## config.mk

```make
export PLATFORM = sky130hd
export DESIGN_NAME = cdc_hs_tx
export DESIGN_NICKNAME = d
export VERILOG_FILES = /design/src/rtl/cdc_hs_pkg.sv /design/src/rtl/cdc_sync_bit.sv /design/src/rtl/cdc_hs_tx.sv
export SDC_FILE = /design/constraint.sdc
export NUM_CORES = 1
export LEC_CHECK = 0
export CAP_MARGIN = 20
export CORE_ASPECT_RATIO = 0.8
export CORE_MARGIN = 1.5
export CORE_UTILIZATION = 38
export DETAILED_ROUTE_END_ITERATION = 6
export PLACE_DENSITY = 0.87
export SYNTH_ARGS = -nofsm -noshare
export SYNTH_HDL_FRONTEND = slang
export SYNTH_SLANG_ARGS = --single-unit
export TNS_END_PERCENT = 5
```

## constraint.sdc

```tcl
create_clock -name clki -period 1.21 [get_ports clki]
set_clock_uncertainty 0.1 [all_clocks]
set_input_delay 0.242 -clock clki [delete_from_list [all_inputs] [get_ports clki]]
set_output_delay 0.242 -clock clki [all_outputs]
set_load 0.01 [all_outputs]
```

## src/rtl/cdc_hs_pkg.sv

```systemverilog
// Shared types and default constants for the cdc_hs transmitter family.
package cdc_hs_pkg;

  localparam int DATA_W_DEF      = 32;
  localparam int SYNC_STAGES_DEF = 2;
  localparam int TIMEOUT_CYC_DEF = 1024;

  typedef logic [1:0] hs_state_t;

  localparam hs_state_t IDLE   = 2'd0;
  localparam hs_state_t REQ_HI = 2'd1;
  localparam hs_state_t REQ_LO = 2'd2;

endpackage

```

## src/rtl/cdc_sync_bit.sv

```systemverilog
// Single-bit multi-flop synchronizer, cleared to 0 by synchronous reset.
module cdc_sync_bit #(
  parameter int STAGES = 2
) (
  input  logic clki,
  input  logic rst,
  input  logic d,
  output logic q
);

  logic [STAGES-1:0] sync_q;

  always_ff @(posedge clki) begin
    if (rst) begin
      sync_q <= '0;
    end else begin
      sync_q <= {sync_q[STAGES-2:0], d};
    end
  end

  assign q = sync_q[STAGES-1];

endmodule

```

## src/rtl/cdc_hs_tx.sv

```systemverilog
// 4-phase req/ack handshake transmitter in the clki domain.
// Define CDC_HS_TX_TIMEOUT_EN to add the watchdog abort (err pulse).
module cdc_hs_tx
  import cdc_hs_pkg::*;
#(
  parameter int DATA_W      = DATA_W_DEF,
  parameter int SYNC_STAGES = SYNC_STAGES_DEF,
  parameter int TIMEOUT_CYC = TIMEOUT_CYC_DEF
) (
  input  logic              clki,
  input  logic              rst,
  input  logic              s_valid,
  output logic              s_ready,
  input  logic [DATA_W-1:0] s_data,
  output logic              req_o,
  output logic [DATA_W-1:0] data_o,
  input  logic              ack_i,
  output logic              done,
  output logic              err
);

  // state  | meaning
  // IDLE   | no transfer; accepts a word when synchronized ack is low
  // REQ_HI | req_o high, data_o held, waiting for ack_s high
  // REQ_LO | req_o low, waiting for ack_s low to close the handshake

  hs_state_t         state;
  hs_state_t         state_nx;
  logic              req_nx;
  logic [DATA_W-1:0] data_nx;
  logic              done_nx;
  logic              err_nx;
  logic              ack_s;
  logic              accept;
  logic              wd_expired;

  // legal ranges: SYNC_STAGES 2..4, TIMEOUT_CYC >= 1
  if (SYNC_STAGES < 2 || SYNC_STAGES > 4 || TIMEOUT_CYC < 1) begin : g_illegal_params
  end

  cdc_sync_bit #(
    .STAGES (SYNC_STAGES)
  ) u_ack_sync (
    .clki (clki),
    .rst  (rst),
    .d    (ack_i),
    .q    (ack_s)
  );

  assign s_ready = (state == IDLE) & ~ack_s;
  assign accept  = s_valid & s_ready;

  always_comb begin
    state_nx = state;
    req_nx   = req_o;
    data_nx  = data_o;
    done_nx  = 1'b0;
    err_nx   = 1'b0;
    case (state)
      IDLE: begin
        if (accept) begin
          state_nx = REQ_HI;
          req_nx   = 1'b1;
          data_nx  = s_data;
        end
      end
      REQ_HI: begin
        if (ack_s) begin
          state_nx = REQ_LO;
          req_nx   = 1'b0;
        end else if (wd_expired) begin
          state_nx = IDLE;
          req_nx   = 1'b0;
          err_nx   = 1'b1;
        end
      end
      REQ_LO: begin
        if (!ack_s) begin
          state_nx = IDLE;
          done_nx  = 1'b1;
        end else if (wd_expired) begin
          state_nx = IDLE;
          err_nx   = 1'b1;
        end
      end
      default: begin
        state_nx = IDLE;
        req_nx   = 1'b0;
      end
    endcase
  end

  always_ff @(posedge clki) begin
    if (rst) begin
      state  <= IDLE;
      req_o  <= 1'b0;
      data_o <= '0;
      done   <= 1'b0;
      err    <= 1'b0;
    end else begin
      state  <= state_nx;
      req_o  <= req_nx;
      data_o <= data_nx;
      done   <= done_nx;
      err    <= err_nx;
    end
  end

`ifdef CDC_HS_TX_TIMEOUT_EN
  localparam int               CNT_W   = $clog2(TIMEOUT_CYC + 1);
  localparam logic [CNT_W-1:0] CNT_LIM = CNT_W'(TIMEOUT_CYC);

  logic [CNT_W-1:0] wd_cnt;
  logic             wd_entry;

  // the entry cycle of a wait state only clears; counting starts the cycle after
  always_ff @(posedge clki) begin
    if (rst) begin
      wd_cnt   <= '0;
      wd_entry <= 1'b0;
    end else if (state_nx != state) begin
      wd_cnt   <= '0;
      wd_entry <= (state_nx != IDLE);
    end else if (wd_entry) begin
      wd_cnt   <= '0;
      wd_entry <= 1'b0;
    end else if (state != IDLE && wd_cnt != CNT_LIM) begin
      wd_cnt <= wd_cnt + CNT_W'(1);
    end
  end

  assign wd_expired = (wd_cnt == CNT_LIM);
`else
  assign wd_expired = 1'b0;
`endif

endmodule

```

==> impl_metrics.tcl, run 1 <==
set metrics [dict create \
    hold_path_class "register to register" \
    rsz0062_at_grt "true" \
    max_cap_violations 0 \
    irDropWorstVdd_mv 0.550 \
    slew_violations 0 \
    start_util_pct 40.0 \
    r2r-start "u_ack_sync.sync_q[1]" \
    yosys-top-cells-area "dfxtp_1 (45%), nand2b_1 (24%), mux2i_1 (19%)" \
    grt_overflow 0 \
    vias 1309 \
    synthToLayoutAreaGrowth_pct 54.4 \
    cts_root_buffer "clkbuf_8" \
    cts_sinks 38 \
    setup_viol 34 \
    violations "setup timing" \
    port_buffers 70 \
    start_kind "register" \
    via_per_inst 4.44 \
    remaining_drc_errors 0 \
    min_to "u_ack_sync.sync_q[1]" \
    syn_nets 196 \
    reg2reg_depth 5 \
    diodes 0 \
    fin_crit_sh_pct 119 \
    dp_hpwl_mm 2.35 \
    cp-end-kind "register" \
    synth_compound_area_share_pct 0.893 \
    area.sequential_um2 790 \
    hold_ws_ns 0.347 \
    multi_input_area_um2 826 \
    p_per_area_nw_per_um2 1170 \
    cts_made_buffers 5 \
    fp.dieW_um 77.4 \
    grt_pass1_vias 1273 \
    synth_top_family_by_area "simple AND/OR/NAND/NOR gates" \
    final-hold-violation-count 0 \
    required_ns 1.32 \
    grt_max_degree 39 \
    synth-simple-area-share_pct 27.6 \
    wl_per_cell_um 12.0 \
    min_from "u_ack_sync.sync_q[0]" \
    die_y_um 62.5 \
    ys_warn_count 0 \
    cp_data_arrival_time_ns 1.56 \
    grt_pass1_wl_mm 5.87 \
    clk_pin_slew_ns 0.07 \
    critical_path_class "register to register" \
    muxShareOfSynthArea_pct 19.0 \
    critical_path_peak_fanout 8 \
    pin_count 72 \
    place_congestion 0.721 \
    routed_wirelength_mm 3.54 \
    synth-xor-area-share_pct 0.521 \
    synth_adder_area_share_pct 0 \
    cts_tree "built" \
    p_leak_uw 0.00108 \
    drive_above_1_share_pct 34.0 \
    core_um2 4200 \
    drtAntennaViolNets 0 \
    drt_iter0_drc 30 \
    h-tree-depth 2 \
    final_util_pct 61.8 \
    grt_usage_pct 15.5 \
    hold_depth 1 \
    ys_types 19 \
    dieArea_um2 4840 \
    rows 21 \
    synth_seq_cells 38 \
    synth_top_area_share_pct 45.2 \
    synth_top_cell_by_area "dfxtp_1" \
    first_pass_iters 3 \
    fillers 361 \
    nNetsFinal 274 \
    period_needed_ns 1.44 \
    yosysSeqAreaShare_pct 45.2 \
    setup_ws_ns -0.232 \
    max_freq_mhz 694 \
    status "complete, but fails checks" \
    clock_path_buffers 2 \
    worstSkewPairLatency_ns 0.29 \
    rr_endpoint "data_o[7]" \
    syn-cell-area_um2 1680 \
    antenna_found_initial 0 \
    synth_area_per_cell_um2 10.5 \
    syn_inst 160 \
    r2r_setup_slack_ns -0.23 \
]
cells in the mapped netlist, drive strengths merged:
master,number
nor4b,2
nand2b,64
conb,1
a22o,1
dfxtp,38
clkbuf,7
mux2i,32
nor4,1
and3,1
buf,5
o21ai,1
nor2,1
nor3,1
nor2b,3
xor2,1
inv,1
logic make-up after synthesis:
kind of cell,after synthesis
compound gates,2
xor+xnor,1
buf+inv,13
flops,38
mux,32
other cells,1
simple gates,73
flip-flops by register name, indices dropped and copies added (netlist names):
signal,count
data_o,32
state,2
done,1
req_o,1
u_ack_sync.sync_q,2
metal layers:
layer	GRT usage [%]	share of wire (%)	vias to the layer above
li1	-	-	665
met1	18.4	47	593
met2	24.7	45	44
met3	5.26	6.3	7
met4	8.18	1.7	0
met5	0	0	-
metrics by stage:
stage	worst slack [ns]	cells	setup TNS [ns]	power (uW)	instance area, um^2
floorplan	-0.0403	160	-1.21	1690	1680
global placement	-0.410	285	-14.11	1990	2470
detailed placement	-0.446	285	-14.54	2000	2470
CTS	-0.256	294	-6.94	3100	2680
global route	-0.291	295	-8.58	3170	2600
finish	-0.232	295	-6.69	3030	2600
repair_timing:
item	4_1_cts	5_1_grt
pin swaps	2	2
setup endpoints to repair	68	65
gates resized for setup	114	35
gates cloned	1	0
setup buffers	1	1
hold buffers	0	0
report_power, final:
group	switching, uW	internal [uW]	leakage [uW]
Sequential	42.9	1340	0.000321
Clock	419	659	0.0000573
Combinational	215	355	0.000698
layout by cell type, fill, tap and decap left out:
cell type / netlist / layout
a22o_2: 1 / 1
and3_1: 1 / 1
buf_12: 3 / 3
buf_16: 0 / 1
buf_2: 0 / 16
buf_4: 1 / 4
buf_6: 1 / 5
bufinv_16: 0 / 1
clkbuf_2: 0 / 4
clkbuf_8: 0 / 6
clkdlybuf4s15_2: 0 / 15
clkdlybuf4s50_1: 0 / 35
conb_1: 1 / 1
dfxtp_1: 38 / 15
dfxtp_2: 0 / 23
inv_1: 1 / 1
mux2i_1: 32 / 32
nand2b_1: 64 / 64
nor2_1: 1 / 1
nor2b_1: 3 / 3
nor3_2: 0 / 1
nor4_1: 1 / 1
nor4b_1: 1 / 1
nor4b_4: 0 / 1
o21ai_0: 1 / 1
xor2_1: 1 / 1
worst max-delay path by stage:
stage	slack [ns]	to	depth (start not counted)	startpoint
final	-0.23	data_o[7]	5	u_ack_sync.sync_q[1]
after global routing	-0.29	data_o[7]	5	u_ack_sync.sync_q[1]
after CTS	-0.26	s_ready	2	state[1]
after detailed placement	-0.45	data_o[7]	5	s_valid
after global placement	-0.41	data_o[1]	5	s_valid
after floorplan	-0.04	data_o[0]	4	u_ack_sync.sync_q[1]
worst max-delay path, stage by stage, from the launching register on:
cell and delay, ns:
dfxtp_2 0.34, buf_6 0.11, nor4b_4 0.32, buf_6 0.18, buf_12 0.13, mux2i_1 0.18
cell type report:
class	instances	area share, %
clock buffer	6	3.18
multi-input combinational	109	31.8
sequential	38	30.4
clock inverter	1	1.16
timing repair buffer	83	30.6
tap	57	2.75
inverter	1	0.145
Note: power is estimated with default switching activity, not from simulation.
==> run 2: changes to the inputs <==
- ABC_AREA: not set -> 1
- CORE_UTILIZATION: 38 -> 39
- PLACE_DENSITY: 0.87 -> 0.86
==> run 2 against run 1 <==
The run still ends with setup timing left. Die area increased by 7.5%. Final cell count rose by 46%. Sequential power is essentially flat. Largest cell class is now flip-flops and latches.
==> impl_metrics.tcl, run 2 <==
set metrics [dict create \
    yosysMostFrequentCell "inv_1" \
    area.sequential_um2 785 \
    grt_overflow 0 \
    port_buffers 70 \
    largest_reg_flops 32 \
    fin_crit_sh_pct 106 \
    yosys-top-cells-count "inv_1 (98), nand2_1 (66), dfxtp_1 (38)" \
    crit_path_top_delay_cell "dfxtp_2" \
    r2r_setup_slack_ns -0.04 \
    p_leak_uw 0.00153 \
    layout_commonest_cell "inv_1" \
    status "complete, but fails checks" \
    multi_input_area_um2 658 \
    cts_root_buffer "clkbuf_8" \
    via_per_inst 4.35 \
    cp-end-kind "primary output" \
    irDropWorstVdd_mv 0.565 \
    dp_hpwl_mm 3.13 \
    h-tree-depth 2 \
    rr_endpoint "data_o[31]" \
    clk_pin_slew_ns 0.06 \
    drive_above_1_share_pct 20.8 \
    place_congestion 0.735 \
    cts_tree "built" \
    first_pass_iters 4 \
    yosys-top-cells-area "dfxtp_1 (41%), inv_1 (20%), nand2_1 (13%)" \
    vias 1877 \
    wl_per_cell_um 10.5 \
    core_um2 4600 \
    synth_ff_type "dfxtp_1" \
    synthToLayoutAreaGrowth_pct 47.6 \
    synth_top_cell_by_area "dfxtp_1" \
    regMostFlops "data_o" \
    critical_path_peak_fanout 2 \
    yosysSeqAreaShare_pct 40.9 \
    post-cts-setup-buffers 0 \
    remaining_drc_errors 0 \
    slew_violations 0 \
    pin_count 72 \
    fillers 443 \
    cts_made_buffers 5 \
    dieArea_um2 5200 \
    grt_pass1_vias 1684 \
    cp_data_arrival_time_ns 0.94 \
    r2r-start "state[1]" \
    synth_edf_count 0 \
    start_kind "register" \
    reg2reg_depth 7 \
    p_per_area_nw_per_um2 1080 \
    synth_seq_cells 38 \
    syn-cell-area_um2 1860 \
    rsz0062_at_grt "true" \
    final_cell_mix "inv_1 (98), nand2_1 (66), nor2_1 (35), clkdlybuf4s50_1 (35), nand4_1 (32)" \
    routed_wirelength_mm 4.51 \
    start_util_pct 40.5 \
    fin_cells 431 \
    violations "setup timing" \
    syn_inst 298 \
    critical_path_class "register to primary output" \
    grt_max_degree 34 \
    max_freq_mhz 779 \
    ys_types 20 \
    worstSkewPairLatency_ns 0.28 \
    rows 22 \
    hold_path_class "register to register" \
    startpoint "state[1]" \
    synth-async-reset-ratio_pct 0 \
    die_y_um 64.8 \
    synth_top_area_share_pct 40.9 \
    drtAntennaViolNets 0 \
    setup_viol 29 \
    worstPathCellList "nor3_2, buf_2" \
    min_from "u_ack_sync.sync_q[0]" \
    antenna_found_initial 0 \
    fp.dieW_um 80.2 \
    crit_end "s_ready" \
    top_regs "data_o (32), state (2), u_ack_sync.sync_q (2)" \
    synth_area_per_cell_um2 6.24 \
    clock_path_buffers 2 \
    required_ns 0.87 \
    final-hold-violation-count 0 \
    dp.cells 424 \
    hold_ws_ns 0.310 \
    setup_ws_ns -0.0738 \
    period_needed_ns 1.28 \
    ys_warn_count 0 \
    grt_usage_pct 18.4 \
    slowest_delay_ns 0.32 \
    grt_pass1_wl_mm 7.38 \
    syn_nets 334 \
    max_cap_violations 0 \
    nNetsFinal 407 \
    dp_slack_ns -0.266 \
    drt_iter0_drc 46 \
    diodes 0 \
    cts_sinks 38 \
]
-- run 2: cell count changes after synthesis, sizes merged, moves of 2 or more --
cell / previous run / this run
mux2i: 32 / 0
nor2: 1 / 37
nor2b: 3 / 0
nor4b: 2 / 0
clkbuf: 7 / 5
nand2: 0 / 66
nand4: 0 / 32
buf: 5 / 12
nand3: 0 / 2
nand2b: 64 / 0
inv: 1 / 99
-- run 2: final cells by class --
cell class / instances / area share [%]
Clock buffer: 7 / 2.78
Inverter: 100 / 13.7
Tap cell: 60 / 2.73
Multi-Input combinational cell: 143 / 24.0
Timing Repair Buffer: 83 / 28.3
Sequential cell: 38 / 28.6
-- run 2: logic make-up after synthesis --
group	after synthesis	synth area share, %
buf+inv	117	24.3
simple gates	138	33.0
flops	38	40.9
other cells	1	0.202
xor+xnor	1	0.471
compound gates	3	1.08
-- run 2: what timing repair did --
| action | in CTS | in global routing |
|---|---|---|
| resized for setup | 102 | 38 |
| pin swaps | 1 | 6 |
| hold buffers | 0 | 0 |
| endpoints found under the setup margin | 60 | 64 |
-- run 2: metal layers --
| layer | global-route usage (%) | vias up | wire, um |
|---|---|---|---|
| met1 | 21.2 | 822 | 2010 |
| met3 | 5.35 | 7 | 312 |
| met5 | 0 | - | 0 |
| li1 | - | 996 | - |
| met2 | 31.8 | 52 | 2120 |
| met4 | 7.11 | 0 | 62 |
-- run 2: worst min path at each step --
stage	end	slack, ns	cells past startpoint
after floorplan	req_o	0.21	1
final	u_ack_sync.sync_q[1]	0.31	2
after CTS	u_ack_sync.sync_q[1]	0.31	2
after global placement	u_ack_sync.sync_q[1]	0.29	2
after detailed placement	u_ack_sync.sync_q[1]	0.30	2
after global routing	u_ack_sync.sync_q[1]	0.32	2
-- run 2: worst max-delay path, delay by kind of cell (launching register included) --
family	cells	cell delay [ns]
DFF	1	0.32
and+or+nand+nor	1	0.18
buffers and inverters	1	0.16
-- run 2: power breakdown --
| group | leakage, uW | switching (uW) | internal [uW] |
|---|---|---|---|
| logic | 0.00117 | 378 | 373 |
| clock network | 0.0000383 | 401 | 396 |
| registers | 0.000321 | 52.2 | 1360 |
| total | 0.00153 | 831 | 2130 |
-- run 2: through the flow --
stage	util, %	instance area [um^2]	setup TNS, ns	power [uW]
floorplan	-	1860	0	1820
global placement	58.6	2690	-7.81	2210
detailed placement	58.6	2690	-8.52	2240
CTS	60.8	2800	-0.810	3010
global route	59.7	2750	-3.11	3140
finish	59.7	2750	-0.553	2960
==> run 3: changes to the inputs <==
- CAP_MARGIN: 20 -> 5
==> results of run 3 <==
The final DEF is identical to that of run 2; final timing and power are the same.
==> variant, RTL diff (settings of run 2) <==
Take the reset off `data_o` and load it in a clocked block of its own.
--- a/src/rtl/cdc_hs_tx.sv
+++ b/src/rtl/cdc_hs_tx.sv
@@ -95,5 +95,4 @@
       state  <= IDLE;
       req_o  <= 1'b0;
-      data_o <= '0;
       done   <= 1'b0;
       err    <= 1'b0;
@@ -101,8 +100,11 @@
       state  <= state_nx;
       req_o  <= req_nx;
-      data_o <= data_nx;
       done   <= done_nx;
       err    <= err_nx;
     end
+  end
+
+  always_ff @(posedge clki) begin
+    data_o <= data_nx;
   end
 
Behaviour: not the same (a bounded check fails within 4 cycles, from zero or initial values and one cycle with rst high).
==> variant against run 2 <==
Wire length down 41%; cell count decreased by 58%; largest power group unchanged; synthesized area shrank 36%; design area is 28% lower; power is 3.4% lower; worst setup slack worse by 0.020 ns; via count is 57% lower; the run still ends with negative setup slack left; highest routed layer is now met3; sequential cell count unchanged; clock power is 22% higher; critical path type is now reg -> reg; sequential power is 8% higher.
==> variant: results (changes against run 2) <==
| Metric | Value |
|---|---|
| Int Pwr | `2.31 mW (was 2.13 mW)` |
| Vias | `799 (was 1877)` |
| Max FO, Critical Path | `23 (was 2)` |
| Most common flop cell mapped by yosys | `edfxtp_1 (was dfxtp_1)` |
| FF-to-FF End | `data_o[30]$_DFFE_PP_ (was data_o[31]$_SDFFE_PP0P_)` |
| WP data arrival | `1.19 ns (was 0.94 ns)` |
| Routability cong. | `0.599 (was 0.735)` |
| Failing checks | `negative setup slack (unchanged)` |
| Placed Area | `0.00201 mm² (was 0.00269 mm²)` |
| Maximum ir drop on the vdd rail | `1.28 mV (was 0.565 mV)` |
| Avg Cell Area, Syn | `19.4 µm² (was 6.24 µm²)` |
| R2r worst-path depth | `5 (was 7)` |
| Register area share after synthesis | `91.3% (was 40.9%)` |
| Largest net degree at the start of global routing | `24 (was 34)` |
| Reg-to-reg critical path startpoint | `u_ack_sync.sync_q[1]$_SDFF_PP0_ (was state[1]$_SDFFE_PP0P_)` |
| Share of cells above drive strength 1 | `38.6% (was 20.8%)` |
| Top cells by area, synth | `edfxtp_1 81%, dfxtp_1 10%, inv_1 1.6%, nor2_1 1.6%, a21oi_1 0.85% (was dfxtp_1 41%, inv_1 20%, nand2_1 13%, nand4_1 11%, nor2_1 7.3%)` |
| Largest regs | `data_o x32, state x2, u_ack_sync.sync_q x2 (unchanged)` |
| DR iter-0 viols | `35 (was 46)` |
| Final Non-Filler Cells | `183 (was 431)` |
| Clk buf depth | `2 (unchanged)` |
| Fill cell count | `201 (was 443)` |
| Inst Count DP | `176 (was 424)` |
| Lkg Pwr | `0.778 nW (was 1.53 nW)` |
| First-pass GRT wire length | `3840 µm (was 7380 µm)` |
| Setup ws final | `-0.0940 ns (was -0.0738 ns)` |
| GR Util All Layers | `16.4% (was 18.4%)` |
| Post-synth EDFFs | `32 (was 0)` |
| Hold Worst Slack | `0.301 ns (was 0.310 ns)` |
| Vias in the first global route | `784 (was 1684)` |
| Synth cell types | `14 (was 20)` |
| Commonest cells post-synth | `32 x edfxtp_1, 6 x dfxtp_1, 5 x inv_1, 5 x nor2_1 (was 98 x inv_1, 66 x nand2_1, 38 x dfxtp_1)` |
| DRT Pass-1 Iters | `2 (was 4)` |
| Setup Viol. Count Final | `33 (was 29)` |
| Outcome | `finished with violations (unchanged)` |
| Post-DP HPWL | `1970 µm (was 3130 µm)` |
| Crit path launch | `u_ack_sync.sync_q[1]$_SDFF_PP0_ (was state[1]$_SDFFE_PP0P_)` |
| Setup WS pre-CTS | `-0.309 ns (was -0.266 ns)` |
## variant: cell types whose count changed after synthesis, sizes merged, moves of 5 or more
cell / delta
edfxtp: +32
clkbuf: -5
inv: -93
buf: -11
nor2: -31
dfxtp: -32
nand2: -64
nand4: -32
## variant: critical path, stage by stage, from the launching register on
cell	delay [ns]
dfxtp_2	0.33
buf_6	0.12
nor2_4	0.11
nand3_4	0.08
clkinvlp_4	0.10
buf_12	0.17
## variant: power by group through the flow
stage	logic, mW	clock network [mW]	registers (mW)
CTS	0.358	1.01	1.54
detailed placement	0.407	0	1.57
finish	0.346	0.976	1.54
floorplan	0.0564	0	1.62
global route	0.372	1.07	1.55
global placement	0.396	0	1.57
## variant: worst max path at each step
stage | end | depth (start not counted)
3_5_place_dp | data_o[27]$_DFFE_PP_ | 4
5_1_grt | data_o[13]$_DFFE_PP_ | 5
3_3_place_gp | data_o[12]$_DFFE_PP_ | 4
4_1_cts | data_o[30]$_DFFE_PP_ | 5
6_report | data_o[30]$_DFFE_PP_ | 5
2_1_floorplan | data_o[0]$_DFFE_PP_ | 3
## variant: final cells by class
cell class | count | area, µm² | area share, %
well taps | 38 | 47.5 | 2.42
clock buffers | 5 | 68.8 | 3.50
flip-flops and latches | 38 | 1080 | 55.2
inverters | 6 | 26.3 | 1.34
clock inverters | 2 | 33.8 | 1.72
multi-input cells | 16 | 92.6 | 4.71
repair buffers | 78 | 613 | 31.2
## variant: metal layers
metal	vias to the layer above	track usage, %	part of all wire (%)
li1	382	-	-
met1	366	19.2	39
met2	51	27.4	50
met3	0	7.31	11
met4	0	5.32	0
met5	-	0	0
## variant: timing repair
action                                  4_1_cts  5_1_grt
endpoints found under the setup margin       67       39
pin swaps                                     1        0
resized for setup                           136        6
buffers inserted                              0        0
hold buffers                                  0        0
## variant: through the flow
stage / util (%) / setup TNS (ns) / total power, mW
after floorplan: - / -6.25 / 1.67
after global placement: 71.0 / -9.68 / 1.96
after detailed placement: 71.0 / -9.98 / 1.98
after CTS: 70.8 / -2.31 / 2.91
after global routing: 69.5 / -4.39 / 2.99
final: 69.5 / -2.73 / 2.86
## variant: cells by family after synthesis
family	synth area share [%]
flops	91.3
buf+inv	2.54
simple gates	4.55
other cells	0.317
compound gates	1.27
